===== config.mk =====
export PLATFORM = sky130hd
export DESIGN_NAME = div_unit
export DESIGN_NICKNAME = d
export VERILOG_FILES = /design/src/rtl/div_unit.sv
export SDC_FILE = /design/constraint.sdc
export NUM_CORES = 1
export LEC_CHECK = 0
export CORE_UTILIZATION = 45
export CTS_CLUSTER_SIZE = 14
export DETAILED_ROUTE_END_ITERATION = 10
export GPL_ROUTABILITY_DRIVEN = 0
export GPL_TIMING_DRIVEN = 0
export PLACE_DENSITY = 0.73
export REMOVE_ABC_BUFFERS = 1
export SYNTH_ARGS = -nofsm -noshare
export SYNTH_HDL_FRONTEND = slang
export SYNTH_SLANG_ARGS = --single-unit

===== constraint.sdc =====
create_clock -name clk -period 8.4 [get_ports clk]
set_clock_uncertainty 0.1 [all_clocks]
set_input_delay 1.68 -clock clk [delete_from_list [all_inputs] [get_ports clk]]
set_output_delay 1.68 -clock clk [all_outputs]
set_load 0.05 [all_outputs]

===== src/rtl/div_unit.sv =====
// div_unit: 32-bit radix-2 restoring divider (DIV/DIVU) with one-cycle DONE handshake, annul and divide-by-zero.
module div_unit (
  input  logic        clk,
  input  logic        rst,
  input  logic        start,
  input  logic        signed_div,
  input  logic [31:0] a,
  input  logic [31:0] b,
  input  logic        annul,
  output logic        ready,
  output logic [31:0] hi,
  output logic [31:0] lo
);
  typedef enum logic [1:0] {IDLE, BUSY, DONE} state_t;
  state_t      r_state, w_next;
  logic [5:0]  r_cnt;
  logic [63:0] r_acc;
  logic [31:0] r_bmag, r_hi, r_lo;
  logic        r_negq, r_negr;
  logic [31:0] w_amag, w_bmag, w_quo, w_rem;
  logic [64:0] w_sh;
  logic [32:0] w_diff;
  logic [63:0] w_step;
  assign w_amag = (signed_div && a[31]) ? -a : a;
  assign w_bmag = (signed_div && b[31]) ? -b : b;
  // {rem,quo} shifted left; upper 33 bits hold the trial remainder
  assign w_sh   = {r_acc, 1'b0};
  assign w_diff = w_sh[64:32] - {1'b0, r_bmag};
  assign w_step = w_diff[32] ? w_sh[63:0] : {w_diff[31:0], w_sh[31:1], 1'b1};
  assign w_quo  = w_step[31:0];
  assign w_rem  = w_step[63:32];
  assign hi = r_hi;
  assign lo = r_lo;
  always_ff @(posedge clk) r_state <= rst ? IDLE : w_next;
  always_comb begin
    w_next = r_state;
    ready  = 1'b0;
    case (r_state)
      IDLE: begin
        ready = !start;
        if (start) w_next = (b == 32'd0) ? DONE : BUSY;
      end
      BUSY: if (r_cnt == 6'd31) w_next = DONE;
      DONE: begin
        ready  = 1'b1;
        w_next = IDLE;
      end
      default: w_next = IDLE;
    endcase
    if (annul) begin
      ready  = 1'b1;
      w_next = IDLE;
    end
  end
  always_ff @(posedge clk) begin
    if (rst) begin
      r_cnt  <= 6'd0;
      r_acc  <= 64'd0;
      r_bmag <= 32'd0;
      r_negq <= 1'b0;
      r_negr <= 1'b0;
      r_hi   <= 32'd0;
      r_lo   <= 32'd0;
    end else if (!annul) begin
      case (r_state)
        IDLE: if (start) begin
          if (b == 32'd0) begin
            r_lo <= 32'hFFFF_FFFF;
            r_hi <= a;
          end else begin
            r_acc  <= {32'd0, w_amag};
            r_bmag <= w_bmag;
            r_negq <= signed_div && (a[31] ^ b[31]);
            r_negr <= signed_div && a[31];
            r_cnt  <= 6'd0;
          end
        end
        BUSY: begin
          r_acc <= w_step;
          r_cnt <= r_cnt + 6'd1;
          if (r_cnt == 6'd31) begin
            r_lo <= r_negq ? -w_quo : w_quo;
            r_hi <= r_negr ? -w_rem : w_rem;
          end
        end
        default: ;
      endcase
    end
  end
endmodule


==> metrics.csv <==
metric,value,unit
count of input and output buffers,133,
Post-synth EDFFs,0,
initial core utilization,0.4580,
Relative slew margins,0.1058,
total track usage,0.2479,
layout cells sized above 1,0.04559,
root buffer cell,clkbuf_16,
Sw Share,0.3195,
Power Internal,0.001425,W
yosys warns,0,
final core occ,0.5374,
Final Cycle Share,0.8771,
VDD IR max,141.6,uV
CTS Sinks,170,
Synth area leader,dfxtp_1,
final period demand of the worst path,7368,ps
TritonCTS clock tree,built,
Worst Path Arrival,7640,ps
GRT overflow,0,
Antenna Violating Nets Remaining,0,
RSZ-0062 raised after global routing,false,
Fill cells,2490,
initial drt markers,876,
DP Area,0.01336,mm^2
CTS Buf Count,17,
top_reg_cell synth,dfxtp_1,
CP Cell Sequence,inv_1 -> ha_1 -> inv_1 -> fa_1 -> a211oi_1 -> o211ai_2 -> a32oi_2 -> a2111oi_4 -> nor3_2 -> nor2_4 -> buf_12 -> inv_2 -> nor2_1 -> a21oi_1 -> ha_1 -> nand3_1 -> or3b_1 -> or4_4 -> nor3_1 -> a31oi_1 -> or2_0 -> or4b_1 -> a31oi_1,
area growth from synthesis to layout,17.33,%
Synth area leaders,"dfxtp_1 29%, nor2_1 7.2%, a21oi_1 6.4%, xor2_1 6.0%, a211oi_1 5.0%",
Skew-Pair Late Insertion Delay,440,ps
drt pass-1 iters,6,
outcome,"finished, final reports clean",
Max stage delay on crit path,720,ps
NumNets Final,1761,
Final HPWL DP,24540,um
H-tree lvl count,4,
CTS Buffer Depth,2,
area share of the largest cell type after synthesis,0.2860,
sw power,0.0006693,W
Final Max Slew Viols,0,
die footprint,0.02710,mm^2
R2R Path End,hi[28]$_SDFFE_PP0P_,
Critical R2R Launch,r_acc[31]$_SDFFE_PP0P_,
"most common cell after layout, fill and taps aside",nor2_1,
clock power share,0.387,
Ports,134,
Power Density,150.0,mW/mm^2
most frequent cells in the layout,"227 x nor2_1, 170 x dfxtp_1, 153 x a21oi_1",
initial antenna violation count,0,
postcts setup bufs,0,
"Seq/Total Area, Yosys",0.2860,
Least-Margin Pin Slew,1336,ps
Worst setup EP type,register,
cts repair resizes,0,
CP max stage cell,nor3_2,
WL/cell,16.90,um
final hold vios,0,
row count,59,
Sequential Area,0.003403,mm^2
Mapped Cells,1602,
largest net degree at the start of global routing,95,
post-synthesis cell area,0.01190,mm^2
ANT cells,0,
max_cap viols,0,
"FFs w/ async S/R, synth",0,
post-route cell area,0.01396,mm^2
die width,164.6,um
Worst-path clk slew,80,ps
cts hold-fix bufs,0,
core area,0.02598,mm^2
Yosys reg bits,170,
final setup vio count,0,
area of the multi-input gates,0.007904,mm^2
CP Max Fanout,51,
Critical Path RT,8670,ps
worst setup path endpoint,hi[28]$_SDFFE_PP0P_,
final hold slack,358.7,ps
TNS Setup,0,ps
"Distinct cells, synth",86,
combinational share of power,0.207,
Avg Inst Size Synth,7.429,um^2
Seq pwr share,0.407,
DIE HEIGHT,164.6,um
Worst setup SP type,register,
PnR Total Power,0.002095,W
via count,11850,
DRC,0,
first-pass GRT wire length,54290,um
Total Wirelength,33840,um
Crit. Startpoint,r_acc[31]$_SDFFE_PP0P_,
vias in the first global route,10650,
Peak Freq,135.7,MHz
worst r2r path cells,23,
Hold Path Class,reg2reg,
FF-to-FF setup slack,1030,ps
leak pwr,5.259,nW
crit path kind,reg2reg,
vias per cell,5.918,
## per-stage QoR
stage,setup WS [ps],std cells
floorplan,1773,1497
global placement,-1723,1965
detailed placement,681.9,1970
CTS,593.5,2002
global route,632.3,2002
finish,1032,2002
## cells in the mapped netlist, types with 12 or more instances
master,count
a21o_1,18
a31oi_1,22
xnor2_1,56
a21oi_1,153
ha_1,37
inv_1,53
nor3_1,44
xor2_1,82
o21ai_0,82
mux2i_1,20
buf_2,21
and3_1,24
nor4_1,19
o41ai_1,13
and2_1,21
a211oi_1,79
a311oi_1,17
a22oi_1,15
or3_1,12
dfxtp_1,170
nand3_1,23
clkbuf_1,76
o31ai_1,21
nand2_1,139
nor2_1,228
## worst max-delay path: cells and delay by family (launching register included)
family / cells / cell delay [ps]
flip-flops: 1 / 410
AO/OA/AOI/OAI: 7 / 1770
buffers and inverters: 4 / 1060
AND/OR/NAND/NOR: 9 / 3010
adder cells (fa/ha/maj): 3 / 880
## state kept, by name, indices dropped and copies added, names as in the netlist
name	count
hi	32
r_negr	1
lo	32
r_negq	1
r_state	2
r_cnt	6
r_bmag	32
r_acc	64
## power groups by stage
stage,combinational [W],clock [W],sequential [W]
after CTS,0.000427,0.000815,0.000851
after detailed placement,0.000425,0,0.000870
after global routing,0.000474,0.000844,0.000855
after global placement,0.000414,0,0.000869
after floorplan,0.000288,0,0.000863
final,0.000433,0.000810,0.000852
## worst min-delay path by stage
stage	from	to	slack, ps	depth (start not counted)
floorplan	r_bmag[31]$_SDFFE_PP0P_	r_bmag[31]$_SDFFE_PP0P_	330	2
finish	r_bmag[31]$_SDFFE_PP0P_	r_bmag[31]$_SDFFE_PP0P_	360	2
CTS	r_bmag[31]$_SDFFE_PP0P_	r_bmag[31]$_SDFFE_PP0P_	360	2
detailed placement	r_bmag[31]$_SDFFE_PP0P_	r_bmag[31]$_SDFFE_PP0P_	350	2
global route	r_bmag[12]$_SDFFE_PP0P_	r_bmag[12]$_SDFFE_PP0P_	380	2
global placement	r_bmag[31]$_SDFFE_PP0P_	r_bmag[31]$_SDFFE_PP0P_	340	2
## final cells by class
class	instances	area share
well taps	335	0.03002
flip-flops and latches	170	0.2437
inverters	55	0.01478
clock inverters	14	0.01147
multi-input cells	1272	0.5660
clock buffers	18	0.03145
repair buffers	138	0.1025
## logic make-up (layout without fill, tap and decap cells)
| kind of cell | after synthesis | after routing | synth area share |
|---|---|---|---|
| DFF | 170 | 170 | 0.2860 |
| adders and majority gates | 38 | 38 | 0.04058 |
| AOI/OAI and AO/OA | 489 | 489 | 0.2667 |
| xor gates and xnor gates | 138 | 138 | 0.1016 |
| buffers and inverters | 160 | 225 | 0.05277 |
| muxes | 25 | 25 | 0.02155 |
| and+or+nand+nor | 582 | 582 | 0.2309 |
## per-layer routing
metal | part of all wire | GRT usage | routed length (um)
met5 | 0 | 0 | 0
met4 | 0.023 | 0.08674 | 792
met3 | 0.059 | 0.02536 | 1981
met2 | 0.47 | 0.4162 | 15780
met1 | 0.45 | 0.3287 | 15280
Power figures use the tool's default switching activity.
